### config.mk
export PLATFORM = sky130hd
export DESIGN_NAME = decode_stage
export DESIGN_NICKNAME = d
export VERILOG_FILES = /design/src/rtl/decode_stage.sv
export SDC_FILE = /design/constraint.sdc
export NUM_CORES = 2
export LEC_CHECK = 0
export BUFFER_PORTS_ARGS = -buffer_cell sky130_fd_sc_hd__buf_2
export CAP_MARGIN = 20
export CORE_MARGIN = 3
export CORE_UTILIZATION = 55
export DETAILED_ROUTE_END_ITERATION = 12
export GPL_ROUTABILITY_DRIVEN = 1
export PLACE_DENSITY = 0.72
export SYNTH_ARGS = -nofsm -noshare
export SYNTH_HDL_FRONTEND = slang
export SYNTH_SLANG_ARGS = --single-unit
### constraint.sdc
create_clock -name clk -period 7.7 [get_ports clk]
set_input_delay 0.385 -clock clk [delete_from_list [all_inputs] [get_ports clk]]
set_output_delay 0.385 -clock clk [all_outputs]
set_load 0.1 [all_outputs]
### src/rtl/decode_stage.sv
// decode_stage: RV32I instruction-decode stage.
// Holds the IF/ID pipeline register and the 32x32 register file with a
// writeback bypass. It decodes register indices and the sign-extended
// immediate that feed the ID/EX register.
module decode_stage #(
   parameter int                XLEN      = 32,
   parameter logic [XLEN-1:0]   NOP_INSTR = 32'h0000_0013
) (
   input  logic            clk,
   input  logic            rst_n,
   input  logic [31:0]     InstrF,
   input  logic [XLEN-1:0] PCF,
   input  logic [XLEN-1:0] PC_Plus4F,
   input  logic            StallD,
   input  logic            FlushD,
   input  logic            RegWriteW,
   input  logic [4:0]      RdW,
   input  logic [XLEN-1:0] ResultW,
   output logic [XLEN-1:0] RD1,
   output logic [XLEN-1:0] RD2,
   output logic [XLEN-1:0] PCD,
   output logic [XLEN-1:0] PC_Plus4D,
   output logic [XLEN-1:0] ImmExt_D,
   output logic [4:0]      Rs1D,
   output logic [4:0]      Rs2D,
   output logic [4:0]      RdD,
   output logic            ValidD
);

   localparam logic [6:0] OP_R      = 7'b0110011;
   localparam logic [6:0] OP_I_ALU  = 7'b0010011;
   localparam logic [6:0] OP_I_LOAD = 7'b0000011;
   localparam logic [6:0] OP_I_JALR = 7'b1100111;
   localparam logic [6:0] OP_S      = 7'b0100011;
   localparam logic [6:0] OP_B      = 7'b1100011;
   localparam logic [6:0] OP_LUI    = 7'b0110111;
   localparam logic [6:0] OP_AUIPC  = 7'b0010111;
   localparam logic [6:0] OP_JAL    = 7'b1101111;

   // Immediate extraction; R-type and unknown opcodes carry no immediate.
   function automatic logic signed [XLEN-1:0] imm_gen(input logic [31:0] ins);
      logic signed [XLEN-1:0] imm;
      case (ins[6:0])
         OP_I_ALU, OP_I_LOAD, OP_I_JALR:
            imm = {{20{ins[31]}}, ins[31:20]};
         OP_S:
            imm = {{20{ins[31]}}, ins[31:25], ins[11:7]};
         OP_B:
            imm = {{19{ins[31]}}, ins[31], ins[7], ins[30:25], ins[11:8], 1'b0};
         OP_JAL:
            imm = {{11{ins[31]}}, ins[31], ins[19:12], ins[20], ins[30:21], 1'b0};
         OP_LUI, OP_AUIPC:
            imm = {ins[31:12], 12'b0};
         default:
            imm = '0;
      endcase
      return imm;
   endfunction

   // IF/ID register state
   logic [31:0]     instr_q,    instr_d;
   logic [XLEN-1:0] pc_q,       pc_d;
   logic [XLEN-1:0] pc_plus4_q, pc_plus4_d;
   logic            valid_q,    valid_d;

   // Register file state
   logic [XLEN-1:0] rf_q [32];

   // Decoded fields
   logic [6:0]      opcode;
   logic [4:0]      rs1_idx, rs2_idx, rd_idx;
   logic            byp1, byp2;

   // IF/ID next state: flush beats stall, stall holds, otherwise load.
   always_comb begin
      instr_d    = instr_q;
      pc_d       = pc_q;
      pc_plus4_d = pc_plus4_q;
      valid_d    = valid_q;
      if (FlushD) begin
         instr_d    = NOP_INSTR;
         pc_d       = '0;
         pc_plus4_d = '0;
         valid_d    = 1'b0;
      end else if (!StallD) begin
         instr_d    = InstrF;
         pc_d       = PCF;
         pc_plus4_d = PC_Plus4F;
         valid_d    = 1'b1;
      end
   end

   // IF/ID pipeline register; reset has priority over flush and stall.
   always_ff @(posedge clk) begin
      if (!rst_n) begin
         instr_q    <= NOP_INSTR;
         pc_q       <= '0;
         pc_plus4_q <= '0;
         valid_q    <= 1'b0;
      end else begin
         instr_q    <= instr_d;
         pc_q       <= pc_d;
         pc_plus4_q <= pc_plus4_d;
         valid_q    <= valid_d;
      end
   end

   // Register file write port; x0 is never written and reset beats a write.
   always_ff @(posedge clk) begin
      if (!rst_n) begin
         for (int i = 0; i < 32; i++) begin
            rf_q[i] <= '0;
         end
      end else if (RegWriteW && (RdW != 5'd0)) begin
         rf_q[RdW] <= ResultW;
      end
   end

   // Field decode: zero the indices a format does not use.
   always_comb begin
      opcode  = instr_q[6:0];
      rd_idx  = instr_q[11:7];
      rs1_idx = instr_q[19:15];
      rs2_idx = instr_q[24:20];
      if (opcode == OP_S || opcode == OP_B) begin
         rd_idx = 5'd0;
      end
      if (opcode == OP_LUI || opcode == OP_AUIPC || opcode == OP_JAL) begin
         rs1_idx = 5'd0;
         rs2_idx = 5'd0;
      end
      if (opcode == OP_I_ALU || opcode == OP_I_LOAD || opcode == OP_I_JALR) begin
         rs2_idx = 5'd0;
      end
   end

   // Operand read with writeback bypass so a same-cycle write is visible.
   always_comb begin
      byp1 = RegWriteW && (RdW != 5'd0) && (RdW == rs1_idx);
      byp2 = RegWriteW && (RdW != 5'd0) && (RdW == rs2_idx);
      if (byp1) begin
         RD1 = ResultW;
      end else if (rs1_idx == 5'd0) begin
         RD1 = '0;
      end else begin
         RD1 = rf_q[rs1_idx];
      end
      if (byp2) begin
         RD2 = ResultW;
      end else if (rs2_idx == 5'd0) begin
         RD2 = '0;
      end else begin
         RD2 = rf_q[rs2_idx];
      end
   end

   assign Rs1D      = rs1_idx;
   assign Rs2D      = rs2_idx;
   assign RdD       = rd_idx;
   assign ImmExt_D  = imm_gen(instr_q);
   assign PCD       = pc_q;
   assign PC_Plus4D = pc_plus4_q;
   assign ValidD    = valid_q;

endmodule

; After elaboration in Yosys (flattened, before gate mapping)
; Memories as Yosys holds them, arrays and structs flattened.
; Cells that the tools add are included.
; W data, S select, Z words.
[classes]
n_bitwise = 1
n_reduce_logical = 15
mux = 16
n_eq_ne = 10
[op_table]
columns = operator, count
row1 = $mux W32, 5
row2 = $pmux W32 S5, 1
row3 = $reduce_or A32 Y1, 1
row4 = $mux W5, 5
row5 = $eq A7 B7 Y1 const B, 3
row6 = $eq A7 B5 Y1 const B, 2
row7 = $eq A7 B6 Y1 const B, 2
row8 = $eq A5 B5 Y1, 2
row9 = $logic_not A5 Y1, 2
row10 = $eq A7 B2 Y1 const B, 1
row11 = $logic_or A1 B1 Y1, 5
row12 = $mux W1, 5
row13 = $reduce_bool A5 Y1, 1
row14 = $reduce_or A2 Y1, 2
row15 = $logic_and A1 B1 Y1, 3
row16 = $reduce_or A3 Y1, 1
row17 = $not A1 Y1, 1
[word_totals]
ff_bits = 97
in_bits = 138
out_inout_bits = 176
ramBits = 1024
elab_cells = 47
mem_count = 1
[mem_list]
columns = memory, words, word_bits, rd, rd_clocked_by_memory_dff, write_ports, line_no
row1 = rf_q, 32, 32, 2, 0, 32, 67  ; logic [XLEN-1:0] rf_q [32];

; Logic depth before layout (Yosys ltp)
[logic_depth]
depth_word = 8
mapped_depth = 12
mapped_depth_nobuf = 10

; Least setup slack after synthesis
; Ideal clock, no wire load.
[synth_timing]
path_kind = reg2out
start = register instr_q[6]
end = output port RD2[27]
n_path_buf = 1
path_stages_with_launch = 10
required_time_ns = 7.315
path_slack_ns = 2.148
arrival_ns = 5.167
path_cell_list = dfxtp_1 > buf_2 > and3b_1 > and2_4 > nor2_4 > nand2_1 > inv_2 > a2111oi_4 > a211o_1 > o41ai_1
[synth_between]
elab_chain_len = 8
elab_cells_between_ends = 18
cone_classes = eq/ne: 7 / mux: 4 / reduce/logical: 6 / memory: 1
[synth_lines]
columns = element, line_no
row1 = from (decl), 61  ; logic [31:0] instr_q, instr_d;
row2 = from (signal assigned), 101  ; instr_q <= instr_d;
row3 = $eq A7 B6 Y1 or $eq A7 B5 Y1 (tied branches), 128  ; if (opcode == OP_LUI || opcode == OP_AUIPC || opcode == OP_JAL) begin
row4 = $logic_or A1 B1 Y1 (2 in series), 128
row5 = $mux W5, 128
row6 = $mux W5 *, 132  ; if (opcode == OP_I_ALU || opcode == OP_I_LOAD || opcode == OP_I_JALR) begin
row7 = named net Rs2D[2], 25  ; output logic [4:0] Rs2D,
row8 = "$mem_v2 Z32 W32, or another cell as far along", -
row9 = $mux W32 or $logic_and A1 B1 Y1 (tied branches), "150, 140"
row10 = $mux W32 *, 148  ; if (byp2) begin
row11 = to (decl), 20  ; output logic [XLEN-1:0] RD2,
; Mark *: on every way through the listed nets, which the timed path passes. The rest lies on a longest branch.

; Worst setup path in the final report
[layout_timing]
start = register instr_q[2]
end = output port RD2[0]
[layout_between]
elab_chain_len = 8
elab_cells_between_ends = 18
cone_classes = eq/ne: 7 / mux: 4 / reduce/logical: 6 / memory: 1
[layout_lines]
columns = element, line_no
row1 = $eq A7 B6 Y1 or $eq A7 B5 Y1 (tied branches), 128
row2 = $logic_or A1 B1 Y1 (2 in series), 128
row3 = $mux W5, 128
row4 = $mux W5 *, 132
row5 = "$mem_v2 Z32 W32, or another cell as far along", -
row6 = $mux W32 or $logic_and A1 B1 Y1 (tied branches), "150, 140"
row7 = $mux W32 *, 148
; Mark *: on every way between the ends. The rest lies on a longest branch, timed or not.

==> flow_summary.yaml <==
setup_path:
  worstSetupEndpointType: "primary output"
  rrSetupSlack_ns: 5.86
  cp_top_family: "simple AND/OR/NAND/NOR gates"
  crit_chain: "or2_1 -> a211oi_2 -> nor2_4 -> nand2_2 -> inv_6 -> o221ai_2 -> a2111oi_4 -> buf_4 -> a2111oi_4 -> buf_4 -> nand3_1 -> nand3_1 -> buf_2"
  path_class: "flop to primary output"
  cp-startpoint: "instr_q[2]"
  cp_num_buf_inv: 4
  critPathCapture: "RD2[0]"
  critical-path-slowest-cell: "a2111oi_4"
  r2r_start: "instr_q[15]"
  crit_path_max_incr_delay_ns: 0.83
  path_max_fanout: 28
  rr_worst_depth: 3
  startpoint_type: "flop"
  required_ns: 7.32
  path_depth: 13
  critPathArrivalTime_ns: 6.01
  r2r-end: "instr_q[15]"
sta:
  relSlewSlack: 0.147
  hold_viol_final: 0
  rsz0062_at_grt: "no"
  tightest_slew_ns: 1.28
  setup_viol: 0
  fin_skew_ns: 0
  final.period_utilization: 0.831
  finalCriticalPeriod_ns: 6.40
  drv_slew: 0
  setup-tns-final_ns: 0
  fmax_mhz: 156
synth:
  synth_ff_type: "edfxtp_1"
  synth_top_cell_area_share: 0.523
  synth_edf_count: 1024
  syn_inst: 5205
  yosysWarnings: 0
  yosysMostFrequentCell: "edfxtp_1"
  yosysSeqAreaShare: 0.556
  synth_top_cell_by_area: "edfxtp_1"
  async_flop_share: 0
  syn-cell-area_um2: 58800
  synth_common_cells: "edfxtp_1, and2_1, clkbuf_1, mux2i_1, nor2_1"
  synth_seq_cells: 1121
  syn_avg_cell_area_um2: 11.3
  ys_types: 65
  yosys-top-cells-area: "edfxtp_1, and2_1, mux2i_1"
placement:
  numPortBuffers: 313
  dp_hpwl_mm: 133
  dp_cells: 6522
  gp_congestion: 1.01
global_routing:
  grt_max_degree: 142
  antenna_found_initial: 17
  grt_pass1_wl_mm: 324
  grt_pass1_vias: 47500
  overflow: 0
  track_usage: 0.397
clock_network:
  htreeDepth: 3
  cts_made_buffers: 119
  cts_setup_buffers: 0
  cts.sinks: 1121
  insertion_delay_ns: 0.71
  clk_pin_slew_worst_paths_ns: 0.06
  cts_tree: "done"
  cts_buffer_depth: 3
  cts-root-buf: "clkbuf_16"
die:
  fp.dieW_um: 333
  die-area_um2: 111000
  row_count: 119
  start_util: 0.556
  die_h_um: 333
  io_pins: 314
  core_area_um2: 106000
final_layout:
  drive_gt1_frac: 0.161
  area_delta_synth_final_pct: 13.6
  fillers: 8026
  ff_latch_area_um2: 32700
  multi_input_area_um2: 24500
  fin_nets: 5489
  final_cells: 6858
detailed_routing:
  wirelength_mm: 227
  drtIter0Drc: 8863
  postRouteAntennaNets: 0
  dr.pass1.iters: 8
  vias: 49100
  wl_per_cell_um: 33.2
  vias_per_cell: 7.16
  drc: 0
power:
  power_mw: 14.9
  p_sw_frac: 0.274
  p_clk_frac: 0.396
  p_switching_mw: 4.07
  powerDensity_nw_per_um2: 223
  p_int_mw: 10.8
  power_leakage_nw: 23.3
  power_frac_seq: 0.483
  vdd_ir_drop_max_uv: 209
  power_frac_comb: 0.121
job:
  maxCapViolCount: 0
min_path:
  min_path_type: "primary input to flop"
  holdCritStartpoint: "InstrF[4]"
outcome:
  status: "complete, no violations"
## logic make-up after synthesis
group / Yosys count / share of synthesized area
other cells: 1 / 0.0000638
simple gates: 1710 / 0.161
buf+inv: 581 / 0.0375
mux: 474 / 0.0961
compound gates: 1314 / 0.149
xor+xnor: 4 / 0.000596
flops: 1121 / 0.556
## how the worst min path moves through the flow
stage                  end  depth (start not counted)
2_1_floorplan  instr_q[12]                          2
3_3_place_gp        ValidD                          2
3_5_place_dp        ValidD                          2
4_1_cts         instr_q[4]                          3
5_1_grt         instr_q[4]                          3
6_report        instr_q[4]                          3
## per-layer routing
layer,routed length (um),vias to the layer above,global-route usage
li1,-,19900,-
met4,13100,10,0.205
met3,36000,946,0.135
met2,99100,4591,0.590
met1,79000,23700,0.517
met5,172,-,0.00766
## metrics by stage
stage / area (um^2) / utilization / hold WS, ns / setup WS, ns
after global placement: 61800 / 0.585 / 0.428 / 2.52
after CTS: 66700 / 0.631 / 0.0280 / 1.63
after global routing: 66700 / 0.631 / 0.0850 / 1.28
final: 66800 / 0.631 / 0.0682 / 1.30
after floorplan: 58900 / - / 0.464 / 2.15
after detailed placement: 61800 / 0.585 / 0.442 / 2.37
## registers in the layout, summed over array words and instances, names as in the netlist
signal	flops
PCD	32
ValidD	1
PC_Plus4D	32
rf_q	1024
instr_q	32
## placed cells by master (no fill, tap or decap), types with 134 or more instances in the layout
cell type / instances
nor2_1: 268
and2_1: 1000
buf_2: 311
edfxtp_1: 1024
o22ai_1: 162
o21ai_0: 250
a21oi_1: 248
a221oi_1: 232
buf_4: 134
mux2i_1: 339
## worst reg2reg max path, cell delays in order, from the launching register on
cell and delay [ns]:
dfxtp_4 0.87, buf_12 0.55, mux2i_1 0.22, nor2_1 0.13
## power groups by stage
stage | Combinational (mW) | Clock (mW) | Sequential (mW)
2_1_floorplan | 1.03 | 0 | 7.30
3_3_place_gp | 1.67 | 0 | 7.26
3_5_place_dp | 1.69 | 0 | 7.28
4_1_cts | 1.73 | 5.86 | 7.15
5_1_grt | 1.84 | 6.10 | 7.19
6_report | 1.80 | 5.88 | 7.17
## cell type report
| type | count | share of cell area |
|---|---|---|
| Antenna cell | 12 | 0.000450 |
| Clock buffer | 149 | 0.0474 |
| Clock inverter | 76 | 0.0114 |
| Inverter | 23 | 0.00141 |
| Multi-Input combinational cell | 3534 | 0.368 |
| Sequential cell | 1121 | 0.490 |
| Tap cell | 1391 | 0.0261 |
| Timing Repair Buffer | 552 | 0.0555 |
## repair_timing
action,CTS,global route
gates resized for setup,0,0
endpoints found under the hold margin,95,0
hold buffers,95,0
(Power assumes the default switching activity.)
